[config.mk]
export PLATFORM = sky130hd
export DESIGN_NAME = ppg_phase_scheduler
export DESIGN_NICKNAME = d
export VERILOG_FILES = /design/src/rtl/ppg_phase_scheduler.sv
export SDC_FILE = /design/constraint.sdc
export NUM_CORES = 1
export LEC_CHECK = 0
export ABC_AREA = 1
export ABC_CLOCK_PERIOD_IN_PS = 2300
export BUFFER_PORTS_ARGS = -buffer_cell sky130_fd_sc_hd__buf_4
export CORE_ASPECT_RATIO = 1.4
export CORE_UTILIZATION = 56
export DETAILED_ROUTE_END_ITERATION = 8
export GPL_TIMING_DRIVEN = 0
export HOLD_SLACK_MARGIN = 0.02
export PLACE_DENSITY_LB_ADDON = 0.25
export SLEW_MARGIN = 30
export SYNTH_ARGS = -nofsm -noshare
export SYNTH_HDL_FRONTEND = slang
export SYNTH_SLANG_ARGS = --single-unit
[constraint.sdc]
create_clock -name CLK -period 2.3 [get_ports CLK]
set_input_delay 0.115 -clock CLK [delete_from_list [all_inputs] [get_ports CLK]]
set_output_delay 0.115 -clock CLK [all_outputs]
set_load 0.02 [all_outputs]
[src/rtl/ppg_phase_scheduler.sv]
// PPG runtime phase scheduler: cycles RED / IR / DARK LED phases,
// settles, averages ADC samples and publishes one triple per frame.
module ppg_phase_scheduler #(
    parameter int SETTLE_CYC = 4,
    parameter int AVG_LOG2   = 3
) (
    input  logic       CLK,
    input  logic       rst_n,
    input  logic       enable,
    input  logic [6:0] red_dc_comp,
    input  logic [3:0] red_pga,
    input  logic [6:0] ir_dc_comp,
    input  logic [3:0] ir_pga,
    input  logic [3:0] led_drive_cfg,
    input  logic [7:0] ADC,
    output logic       LED_RED,
    output logic       LED_IR,
    output logic [3:0] LED_DRIVE,
    output logic [6:0] DC_Comp,
    output logic [3:0] PGA_Gain,
    output logic [7:0] red_value,
    output logic [7:0] ir_value,
    output logic [7:0] dark_value,
    output logic       clip,
    output logic       frame_valid,
    output logic       busy
);

    localparam logic [2:0] S_IDLE    = 3'd0;
    localparam logic [2:0] S_RED_SET = 3'd1;
    localparam logic [2:0] S_RED_ACQ = 3'd2;
    localparam logic [2:0] S_IR_SET  = 3'd3;
    localparam logic [2:0] S_IR_ACQ  = 3'd4;
    localparam logic [2:0] S_DK_SET  = 3'd5;
    localparam logic [2:0] S_DK_ACQ  = 3'd6;

    localparam int AW = 8 + AVG_LOG2;
    localparam logic [3:0] SET_LAST = 4'(SETTLE_CYC - 1);
    localparam logic [3:0] ACQ_LAST = 4'((1 << AVG_LOG2) - 1);

    logic [2:0]    state_q, state_d;
    logic [3:0]    cnt_q, cnt_d;
    logic [AW-1:0] acc_q, acc_d;
    logic          clipf_q, clipf_d;
    logic [7:0]    red_sh_q, red_sh_d;
    logic [7:0]    ir_sh_q, ir_sh_d;
    logic [6:0]    rdc_q, rdc_d;
    logic [3:0]    rpga_q, rpga_d;
    logic [6:0]    idc_q, idc_d;
    logic [3:0]    ipga_q, ipga_d;
    logic [3:0]    drv_q, drv_d;
    logic [7:0]    red_v_q, red_v_d;
    logic [7:0]    ir_v_q, ir_v_d;
    logic [7:0]    dark_v_q, dark_v_d;
    logic          clip_v_q, clip_v_d;
    logic          fv_q, fv_d;
    logic          led_red_q, led_red_d;
    logic          led_ir_q, led_ir_d;
    logic [3:0]    drive_q, drive_d;
    logic [6:0]    dc_q, dc_d;
    logic [3:0]    pga_q, pga_d;
    logic          busy_q, busy_d;

    logic [AW-1:0] sum;
    logic [7:0]    avg;
    logic          hit;
    logic          fin;
    logic          set_done;
    logic          start;

    // The last sample joins the sum combinationally so the
    // average is ready on the final ACQ edge.
    assign sum      = acc_q + AW'(ADC);
    assign avg      = 8'(sum >> AVG_LOG2);
    assign hit      = (ADC == 8'd0) || (ADC == 8'd255);
    assign fin      = (cnt_q == ACQ_LAST);
    assign set_done = (cnt_q == SET_LAST);

    // Phase sequencing, accumulation, settings latch and publishing.
    always_comb begin
        state_d  = state_q;
        cnt_d    = cnt_q;
        acc_d    = acc_q;
        clipf_d  = clipf_q;
        red_sh_d = red_sh_q;
        ir_sh_d  = ir_sh_q;
        rdc_d    = rdc_q;
        rpga_d   = rpga_q;
        idc_d    = idc_q;
        ipga_d   = ipga_q;
        drv_d    = drv_q;
        red_v_d  = red_v_q;
        ir_v_d   = ir_v_q;
        dark_v_d = dark_v_q;
        clip_v_d = clip_v_q;
        fv_d     = 1'b0;
        start    = 1'b0;
        // Enable loss discards the frame, except on the final
        // DARK sample, which still publishes.
        if (state_q != S_IDLE && !enable &&
            !(state_q == S_DK_ACQ && fin)) begin
            state_d  = S_IDLE;
            cnt_d    = '0;
            acc_d    = '0;
            clipf_d  = 1'b0;
            red_sh_d = '0;
            ir_sh_d  = '0;
        end else begin
            unique case (state_q)
                S_IDLE: begin
                    if (enable) start = 1'b1;
                end
                S_RED_SET, S_IR_SET, S_DK_SET: begin
                    if (set_done) begin
                        state_d = state_q + 3'd1;
                        cnt_d   = '0;
                    end else begin
                        cnt_d = cnt_q + 4'd1;
                    end
                end
                S_RED_ACQ, S_IR_ACQ, S_DK_ACQ: begin
                    acc_d   = sum;
                    clipf_d = clipf_q | hit;
                    cnt_d   = cnt_q + 4'd1;
                    if (fin) begin
                        cnt_d = '0;
                        acc_d = '0;
                        if (state_q == S_RED_ACQ) begin
                            red_sh_d = avg;
                            state_d  = S_IR_SET;
                        end else if (state_q == S_IR_ACQ) begin
                            ir_sh_d = avg;
                            state_d = S_DK_SET;
                        end else begin
                            red_v_d  = red_sh_q;
                            ir_v_d   = ir_sh_q;
                            dark_v_d = avg;
                            clip_v_d = clipf_q | hit;
                            fv_d     = 1'b1;
                            if (enable) begin
                                start = 1'b1;
                            end else begin
                                state_d  = S_IDLE;
                                clipf_d  = 1'b0;
                                red_sh_d = '0;
                                ir_sh_d  = '0;
                            end
                        end
                    end
                end
                default: state_d = S_IDLE;
            endcase
            if (start) begin
                state_d = S_RED_SET;
                cnt_d   = '0;
                acc_d   = '0;
                clipf_d = 1'b0;
                rdc_d   = red_dc_comp;
                rpga_d  = red_pga;
                idc_d   = ir_dc_comp;
                ipga_d  = ir_pga;
                drv_d   = led_drive_cfg;
            end
        end
    end

    // Analog drive follows the next state and the frame settings.
    always_comb begin
        led_red_d = 1'b0;
        led_ir_d  = 1'b0;
        drive_d   = '0;
        dc_d      = '0;
        pga_d     = '0;
        busy_d    = (state_d != S_IDLE);
        unique case (state_d)
            S_RED_SET, S_RED_ACQ: begin
                led_red_d = 1'b1;
                drive_d   = drv_d;
                dc_d      = rdc_d;
                pga_d     = rpga_d;
            end
            S_IR_SET, S_IR_ACQ: begin
                led_ir_d = 1'b1;
                drive_d  = drv_d;
                dc_d     = idc_d;
                pga_d    = ipga_d;
            end
            default: ;
        endcase
    end

    // State and output registers with asynchronous clear.
    always_ff @(posedge CLK or negedge rst_n) begin
        if (!rst_n) begin
            state_q   <= S_IDLE;
            cnt_q     <= '0;
            acc_q     <= '0;
            clipf_q   <= 1'b0;
            red_sh_q  <= '0;
            ir_sh_q   <= '0;
            rdc_q     <= '0;
            rpga_q    <= '0;
            idc_q     <= '0;
            ipga_q    <= '0;
            drv_q     <= '0;
            red_v_q   <= '0;
            ir_v_q    <= '0;
            dark_v_q  <= '0;
            clip_v_q  <= 1'b0;
            fv_q      <= 1'b0;
            led_red_q <= 1'b0;
            led_ir_q  <= 1'b0;
            drive_q   <= '0;
            dc_q      <= '0;
            pga_q     <= '0;
            busy_q    <= 1'b0;
        end else begin
            state_q   <= state_d;
            cnt_q     <= cnt_d;
            acc_q     <= acc_d;
            clipf_q   <= clipf_d;
            red_sh_q  <= red_sh_d;
            ir_sh_q   <= ir_sh_d;
            rdc_q     <= rdc_d;
            rpga_q    <= rpga_d;
            idc_q     <= idc_d;
            ipga_q    <= ipga_d;
            drv_q     <= drv_d;
            red_v_q   <= red_v_d;
            ir_v_q    <= ir_v_d;
            dark_v_q  <= dark_v_d;
            clip_v_q  <= clip_v_d;
            fv_q      <= fv_d;
            led_red_q <= led_red_d;
            led_ir_q  <= led_ir_d;
            drive_q   <= drive_d;
            dc_q      <= dc_d;
            pga_q     <= pga_d;
            busy_q    <= busy_d;
        end
    end

    assign LED_RED     = led_red_q;
    assign LED_IR      = led_ir_q;
    assign LED_DRIVE   = drive_q;
    assign DC_Comp     = dc_q;
    assign PGA_Gain    = pga_q;
    assign red_value   = red_v_q;
    assign ir_value    = ir_v_q;
    assign dark_value  = dark_v_q;
    assign clip        = clip_v_q;
    assign frame_valid = fv_q;
    assign busy        = busy_q;

endmodule

==> results of run 1 <==
## metal layers
metal	vias up	part of all wire [%]	global-route usage, %
li1	1954	-	-
met5	-	0	0
met1	1923	38	29.35
met3	25	3.7	4.609
met4	0	2.6	10.12
met2	108	55	49.06
## sequential cells by signal, indices dropped and copies added, names as in the netlist
register     cells
red_sh_q         8
cnt_q            4
ir_sh_q          8
busy             1
PGA_Gain         4
drv_q            4
clipf_q          1
DC_Comp          7
red_value        8
LED_IR           1
clip             1
LED_DRIVE        4
LED_RED          1
ir_value         8
idc_q            7
rpga_q           4
frame_valid      1
state_q          3
dark_value       8
rdc_q            7
acc_q           11
ipga_q           4
## path summary, 6_finish.rpt
check,start,to,slack (ns),cells past startpoint
max,state_q[0],DC_Comp[6],0.11,15
min in group asynchronous,rst_n,acc_q[5],0.39,2
min,ir_pga[1],ipga_q[1],0.03,3
max reg2reg,state_q[0],DC_Comp[6],0.11,15
max in group asynchronous,rst_n,state_q[0],1.26,2
min reg2reg,rpga_q[0],rpga_q[0],0.47,2
## per-stage QoR
stage	total power, W	area, um^2	utilization (%)
2_1_floorplan	0.003774	4750	-
3_3_place_gp	0.004338	5478	66.82
3_5_place_dp	0.004410	5482	66.87
4_1_cts	0.005947	5993	73.11
5_1_grt	0.006367	6076	74.11
6_report	0.006017	6076	74.11
## placed cells by master (no fill, tap or decap), drive strengths merged, types with 9 or more instances in the layout
cell | Yosys | final
buf | 10 | 92
ha | 15 | 15
inv | 57 | 58
o22ai | 18 | 18
nor2 | 17 | 17
o21ai | 43 | 44
nand3 | 48 | 48
dfrtp | 105 | 105
a21oi | 9 | 9
clkbuf | 5 | 16
nand2 | 165 | 165
dlygate4sd3 | 0 | 21
## cell type report
cell class	count	area [um^2]	share of cell area (%)
clock buffers	10	229.0	3.769
inverters	57	214.0	3.521
flip-flops and latches	105	2630	43.29
plain buffers	15	88.84	1.462
multi-input cells	350	1891	31.12
clock inverters	5	56.30	0.9267
well taps	102	127.6	2.100
repair buffers	104	839.6	13.82
## synthesized netlist by cell type (2+ instances only)
cell type	number
dfrtp_1	105
ha_1	15
nor4_1	2
a22o_1	2
a21oi_1	9
nor2_4	3
nor3_1	2
inv_2	8
o22ai_1	18
o21ai_1	2
clkbuf_1	5
inv_1	49
o21ai_0	40
nor2_1	13
nand2_1	159
o211ai_1	2
xor2_1	8
nand3_1	48
or2_2	5
a21boi_0	2
nand2_2	5
buf_4	5
xnor2_1	2
nand4_1	5
buf_2	4
## power groups by stage
| stage | sequential [W] | clock (W) | combinational [W] |
|---|---|---|---|
| 5_1_grt | 0.00246 | 0.00159 | 0.00233 |
| 3_5_place_dp | 0.00244 | 0 | 0.00197 |
| 3_3_place_gp | 0.00243 | 0 | 0.00191 |
| 4_1_cts | 0.00242 | 0.00151 | 0.00202 |
| 2_1_floorplan | 0.00255 | 0 | 0.00123 |
| 6_report | 0.00242 | 0.00149 | 0.00210 |
## cells by family (layout without fill, tap and decap cells)
| family | count (synthesis) | count (layout) | share of synthesized area [%] |
|---|---|---|---|
| compound gates | 77 | 78 | 9.220 |
| flops | 105 | 105 | 55.32 |
| fa+ha+maj | 16 | 16 | 4.373 |
| simple gates | 246 | 246 | 22.89 |
| xor+xnor | 10 | 10 | 1.844 |
| buf+inv | 72 | 191 | 6.349 |
## critical path: stages, from the launching register on
cell,delay (ns)
dfrtp_2,0.46
inv_2,0.12
ha_2,0.21
nand2_2,0.10
nand2_2,0.11
nor2_1,0.06
nand3_1,0.07
nand2_1,0.08
inv_2,0.09
buf_4,0.16
nand4_1,0.12
nand2_2,0.14
inv_2,0.04
buf_4,0.16
nand3_1,0.09
nand2_1,0.07
## what timing repair did
| item | CTS | global route |
|---|---|---|
| endpoints found under the setup margin | 31 | 65 |
| hold buffers | 21 | 0 |
| buffers inserted | 0 | 3 |
| hold endpoints to repair | 125 | 0 |
| pin swaps | 0 | 3 |
| resized for setup | 3 | 17 |
| cloned | 0 | 1 |
==> flow_metrics.py, run 1 <==
metrics = {
    "finish": {
        "n_fill_cell": 589,
        "stdcell_count": 748,
        "design.final.nets": 695,
        "post_route_cells_drive_above_1_share_pct": 23.07,
        "insertedDiodeCount": 0,
        "area_growth_syn_to_layout_pct": 27.92,
    },
    "sta": {
        "hold-worst-slack_ns": 0.03342,
        "rsz0062_at_grt": "true",
        "report.final.hold_viol_count": 0,
        "final.setup.tns_ns": 0,
        "worstMarginPinSlew_ns": 0.8140,
        "period_minus_slack_ns": 2.187,
        "relSlewSlack_pct": 45.73,
        "layout_skew_ns": 0.007016,
        "finalMaxSlewViolations": 0,
        "period_share_pct": 95.07,
        "timing.final.ws_setup_ns": 0.1135,
        "max_clock_freq_mhz": 457.3,
        "finalSetupViolations": 0,
    },
    "clocking": {
        "tritoncts": "built",
        "number_of_clock_buffers_inserted_by_tritoncts": 9,
        "cts_htree_levels": 3,
        "clock-sinks": 105,
        "clock_input_transition_at_the_sequential_cells_of_the_worst_setup_and_hold_paths_ns": 0.07,
        "clk-insertion-delay-late_ns": 0.35,
        "cts.path.max_buffers": 2,
        "cts_root_buffer": "clkbuf_16",
    },
    "placed_design": {
        "placement.io_buffers": 80,
        "dp.cells": 708,
        "hpwlAfterDp_um": 7557,
        "finalWeightedCongestion": 0.9227,
        "dp_worst_setup_slack_ns": -0.07162,
    },
    "synthesis": {
        "most_area_consuming_cells_after_synthesis": "dfrtp_1 (55%), nand2_1 (13%), nand3_1 (5.1%)",
        "syn_nets": 579,
        "ys_seq_area_share_pct": 55.32,
        "ys_types": 33,
        "yosysWarnings": 0,
        "mappedNetlistArea_mm2": 0.004750,
        "edff_count_synth": 0,
        "post-synth-top-area-cell": "dfrtp_1",
        "flops_latches_synth": 105,
        "ffs_w_async_s_r_synth_pct": 100.0,
        "synth_top_area_share_pct": 55.32,
        "synth_flop_cell": "dfrtp_1",
        "syn_area_per_cell_um2": 9.030,
        "synthesis.instances": 526,
    },
    "drt": {
        "number_of_iterations_in_the_first_detailed_routing_pass": 4,
        "route.final.wire_length_um": 11040,
        "detail_route.wl_per_cell_um": 14.76,
        "vias": 4010,
        "detail_route.iter0.violations": 234,
        "via_per_inst": 5.361,
        "drc": 0,
        "ant_nets": 0,
    },
    "floorplan": {
        "die-area_mm2": 0.008859,
        "chip_width_um": 79.84,
        "num_io_pins": 81,
        "total_number_of_placement_rows": 39,
        "chip_height_um": 111.0,
        "core_region_area_mm2": 0.008198,
        "start_util_pct": 57.94,
    },
    "power_and_ir_drop": {
        "power_density_mw_per_mm2": 990.2,
        "share_comb_of_total_power_pct": 34.9,
        "power_leakage_nw": 3.150,
        "switchingPower_w": 0.002167,
        "power.clock.fraction_pct": 24.8,
        "sequentialPowerShare_pct": 40.3,
        "power.share.switching_pct": 36.01,
        "vdd_ir_drop_max_v": 0.0006691,
        "p_int_w": 0.003850,
    },
    "grt": {
        "grt_first_pass_wirelength_um": 18060,
        "initial_antenna_violation_count": 0,
        "grt_use_total_pct": 26.52,
        "largest_net_degree_at_the_start_of_global_routing": 106,
        "overflow": 0,
        "grt_pass1_vias": 4050,
    },
    "worst_hold_path": {
        "hold_class": "input pin to flip-flop",
    },
    "setup_path": {
        "crit_path_category": "flip-flop to flip-flop",
        "worst_ep_arrival_time_ns": 2.42,
        "critical_path_peak_fanout": 10,
        "worstPathRequired_ns": 2.53,
        "cp-end-kind": "flip-flop",
        "crit_path_start_kind": "flip-flop",
    },
    "run": {
        "timing.max_cap.violations": 0,
    },
    "status": {
        "outcome": "finished clean",
    },
}
Note: power is estimated with default switching activity, not from simulation.
==> inputs of run 2 (changes only) <==
Settings changed: GPL_ROUTABILITY_DRIVEN set to 0, PLACE_DENSITY set to 0.78, PLACE_DENSITY_LB_ADDON 0.25 to not set.
==> flow_metrics.py, run 2 (synthesized netlist as in run 1, its figures left out) <==
metrics = {
    "placed_design": {
        "placement.io_buffers": 80,
        "dp.cells": 708,
        "hpwlAfterDp_um": 7702,
    },
    "worst_hold_path": {
        "whs_endpoint": "drv_q[2]",
        "hold_depth": 4,
        "hold_class": "input pin to flip-flop",
        "hold_crit_start": "led_drive_cfg[2]",
    },
    "setup_path": {
        "timing.reg2reg.worst_path_depth": 11,
        "cp-end-kind": "flip-flop",
        "reg2reg_setup_slack_ns": 0.1,
        "crit-reg2reg-launch": "state_q[0]",
        "worst_ep_arrival_time_ns": 2.48,
        "reg2reg_to": "DC_Comp[1]",
        "crit_path_start_kind": "flip-flop",
        "timing.critical_path.from": "state_q[0]",
        "critical_path_peak_fanout": 10,
        "crit_path_category": "flip-flop to flip-flop",
        "worstPathRequired_ns": 2.58,
    },
    "floorplan": {
        "num_io_pins": 81,
        "core_region_area_mm2": 0.008198,
        "total_number_of_placement_rows": 39,
        "chip_height_um": 111.0,
        "chip_width_um": 79.84,
        "start_util_pct": 57.94,
        "die-area_mm2": 0.008859,
    },
    "drt": {
        "detail_route.iter0.violations": 146,
        "route.final.wire_length_um": 11310,
        "vias": 4067,
        "via_per_inst": 5.408,
        "drc": 0,
        "ant_nets": 0,
        "number_of_iterations_in_the_first_detailed_routing_pass": 4,
        "detail_route.wl_per_cell_um": 15.05,
    },
    "power_and_ir_drop": {
        "power_density_mw_per_mm2": 1009,
        "power_leakage_nw": 3.187,
        "vdd_ir_drop_max_v": 0.0006715,
    },
    "sta": {
        "finalSetupViolations": 0,
        "worstMarginPinSlew_ns": 0.8247,
        "finalMaxSlewViolations": 0,
        "relSlewSlack_pct": 45.02,
        "report.final.hold_viol_count": 0,
        "layout_skew_ns": 0.006225,
        "period_minus_slack_ns": 2.202,
        "max_clock_freq_mhz": 454.1,
        "period_share_pct": 95.75,
    },
    "run": {
        "timing.max_cap.violations": 0,
    },
    "clocking": {
        "tritoncts": "built",
        "cts.path.max_buffers": 2,
        "cts_root_buffer": "clkbuf_16",
        "clock-sinks": 105,
        "cts_htree_levels": 3,
        "number_of_clock_buffers_inserted_by_tritoncts": 9,
        "clock_input_transition_at_the_sequential_cells_of_the_worst_setup_and_hold_paths_ns": 0.07,
        "clk-insertion-delay-late_ns": 0.35,
    },
    "grt": {
        "largest_net_degree_at_the_start_of_global_routing": 106,
        "grt_pass1_vias": 4161,
        "grt_use_total_pct": 27.64,
        "initial_antenna_violation_count": 0,
        "grt_first_pass_wirelength_um": 18710,
        "overflow": 0,
    },
    "finish": {
        "final_core_utilization_pct": 75.03,
        "most-common-layout-cells": "nand2_1 (158), dfrtp_1 (102), buf_4 (88)",
        "n_fill_cell": 608,
        "insertedDiodeCount": 0,
        "largest_reg_flops": 11,
        "top_register": "acc_q",
        "post_route_cells_drive_above_1_share_pct": 23.08,
        "design.final.nets": 699,
        "area_growth_syn_to_layout_pct": 29.50,
        "layout.cells.most_common": "nand2_1",
        "stdcell_count": 752,
    },
    "status": {
        "outcome": "finished clean",
    },
}
==> run 2: cell types whose count changed in the layout (fill, tap and decap cells not counted), moves of 2 or more <==
cell and change:
clkinv_2 -2, clkbuf_2 +2, clkbuf_4 +2, buf_2 -2
dlygate4sd3_1 +2, ha_1 +2, ha_2 -2, inv_2 -2
==> run 2: how the worst max path moves through the flow <==
stage / to / cells past startpoint
2_1_floorplan: DC_Comp[1] / 13
3_3_place_gp: ir_sh_q[5] / 11
3_5_place_dp: acc_q[7] / 10
4_1_cts: acc_q[0] / 12
5_1_grt: cnt_q[3] / 13
6_report: DC_Comp[1] / 11
==> run 2: per-layer routing <==
layer | up-vias | routed length [um] | GRT usage [%]
met1 | 1960 | 4303 | 29.28
met5 | - | 0 | 0
met4 | 0 | 390 | 16.55
met3 | 33 | 409 | 4.609
li1 | 1946 | - | -
met2 | 128 | 6210 | 49.74
==> run 2: layout make-up <==
class                           count  area, um^2  share of cell area, %
Tap cell                          102       127.6                  2.075
Multi-Input combinational cell    349        1878                  30.53
Buffer                             15       98.84                  1.607
Clock buffer                       11       242.7                  3.946
Timing Repair Buffer              109       879.6                  14.30
Inverter                           57       216.5                  3.519
Sequential cell                   105        2631                  42.78
Clock inverter                      4       76.32                  1.241
==> run 2: critical path, stage by stage, from the launching register on <==
cell     delay [ns]
dfrtp_2        0.46
ha_1           0.22
ha_1           0.17
or2_2          0.36
nand3_1        0.17
nand4_1        0.14
nand2_2        0.12
nand2_2        0.09
nand2_2        0.11
buf_6          0.15
nand3_1        0.08
nand2_1        0.07
==> run 2: repair_timing <==
item,4_1_cts,5_1_grt
cloned,0,0
pin swaps,0,3
hold buffers,23,0
endpoints found under the hold margin,127,0
buffers inserted,0,6
setup endpoints to repair,34,71
resized for setup,4,21
==> run 2: power breakdown <==
| part | internal, W | total [W] | leakage (nW) | switching (W) |
|---|---|---|---|---|
| Clock | 0.000982 | 0.00165 | 0.152 | 0.000666 |
| Combinational | 0.000766 | 0.00213 | 1.64 | 0.00136 |
| Sequential | 0.00226 | 0.00243 | 1.39 | 0.000172 |
==> run 2: per-stage QoR <==
stage	cell area, um^2	TNS [ns]	hold slack (ns)	total power [W]	setup WS [ns]
floorplan	4750	0	-0.1806	0.003774	0.3452
global placement	5478	0	0.3410	0.004339	0.02454
detailed placement	5482	-0.3771	0.2948	0.004429	-0.08365
CTS	6055	0	0.1087	0.006137	0.05021
global route	6151	-0.05104	0.1376	0.006567	-0.02053
finish	6151	0	0.1184	0.006203	0.09784
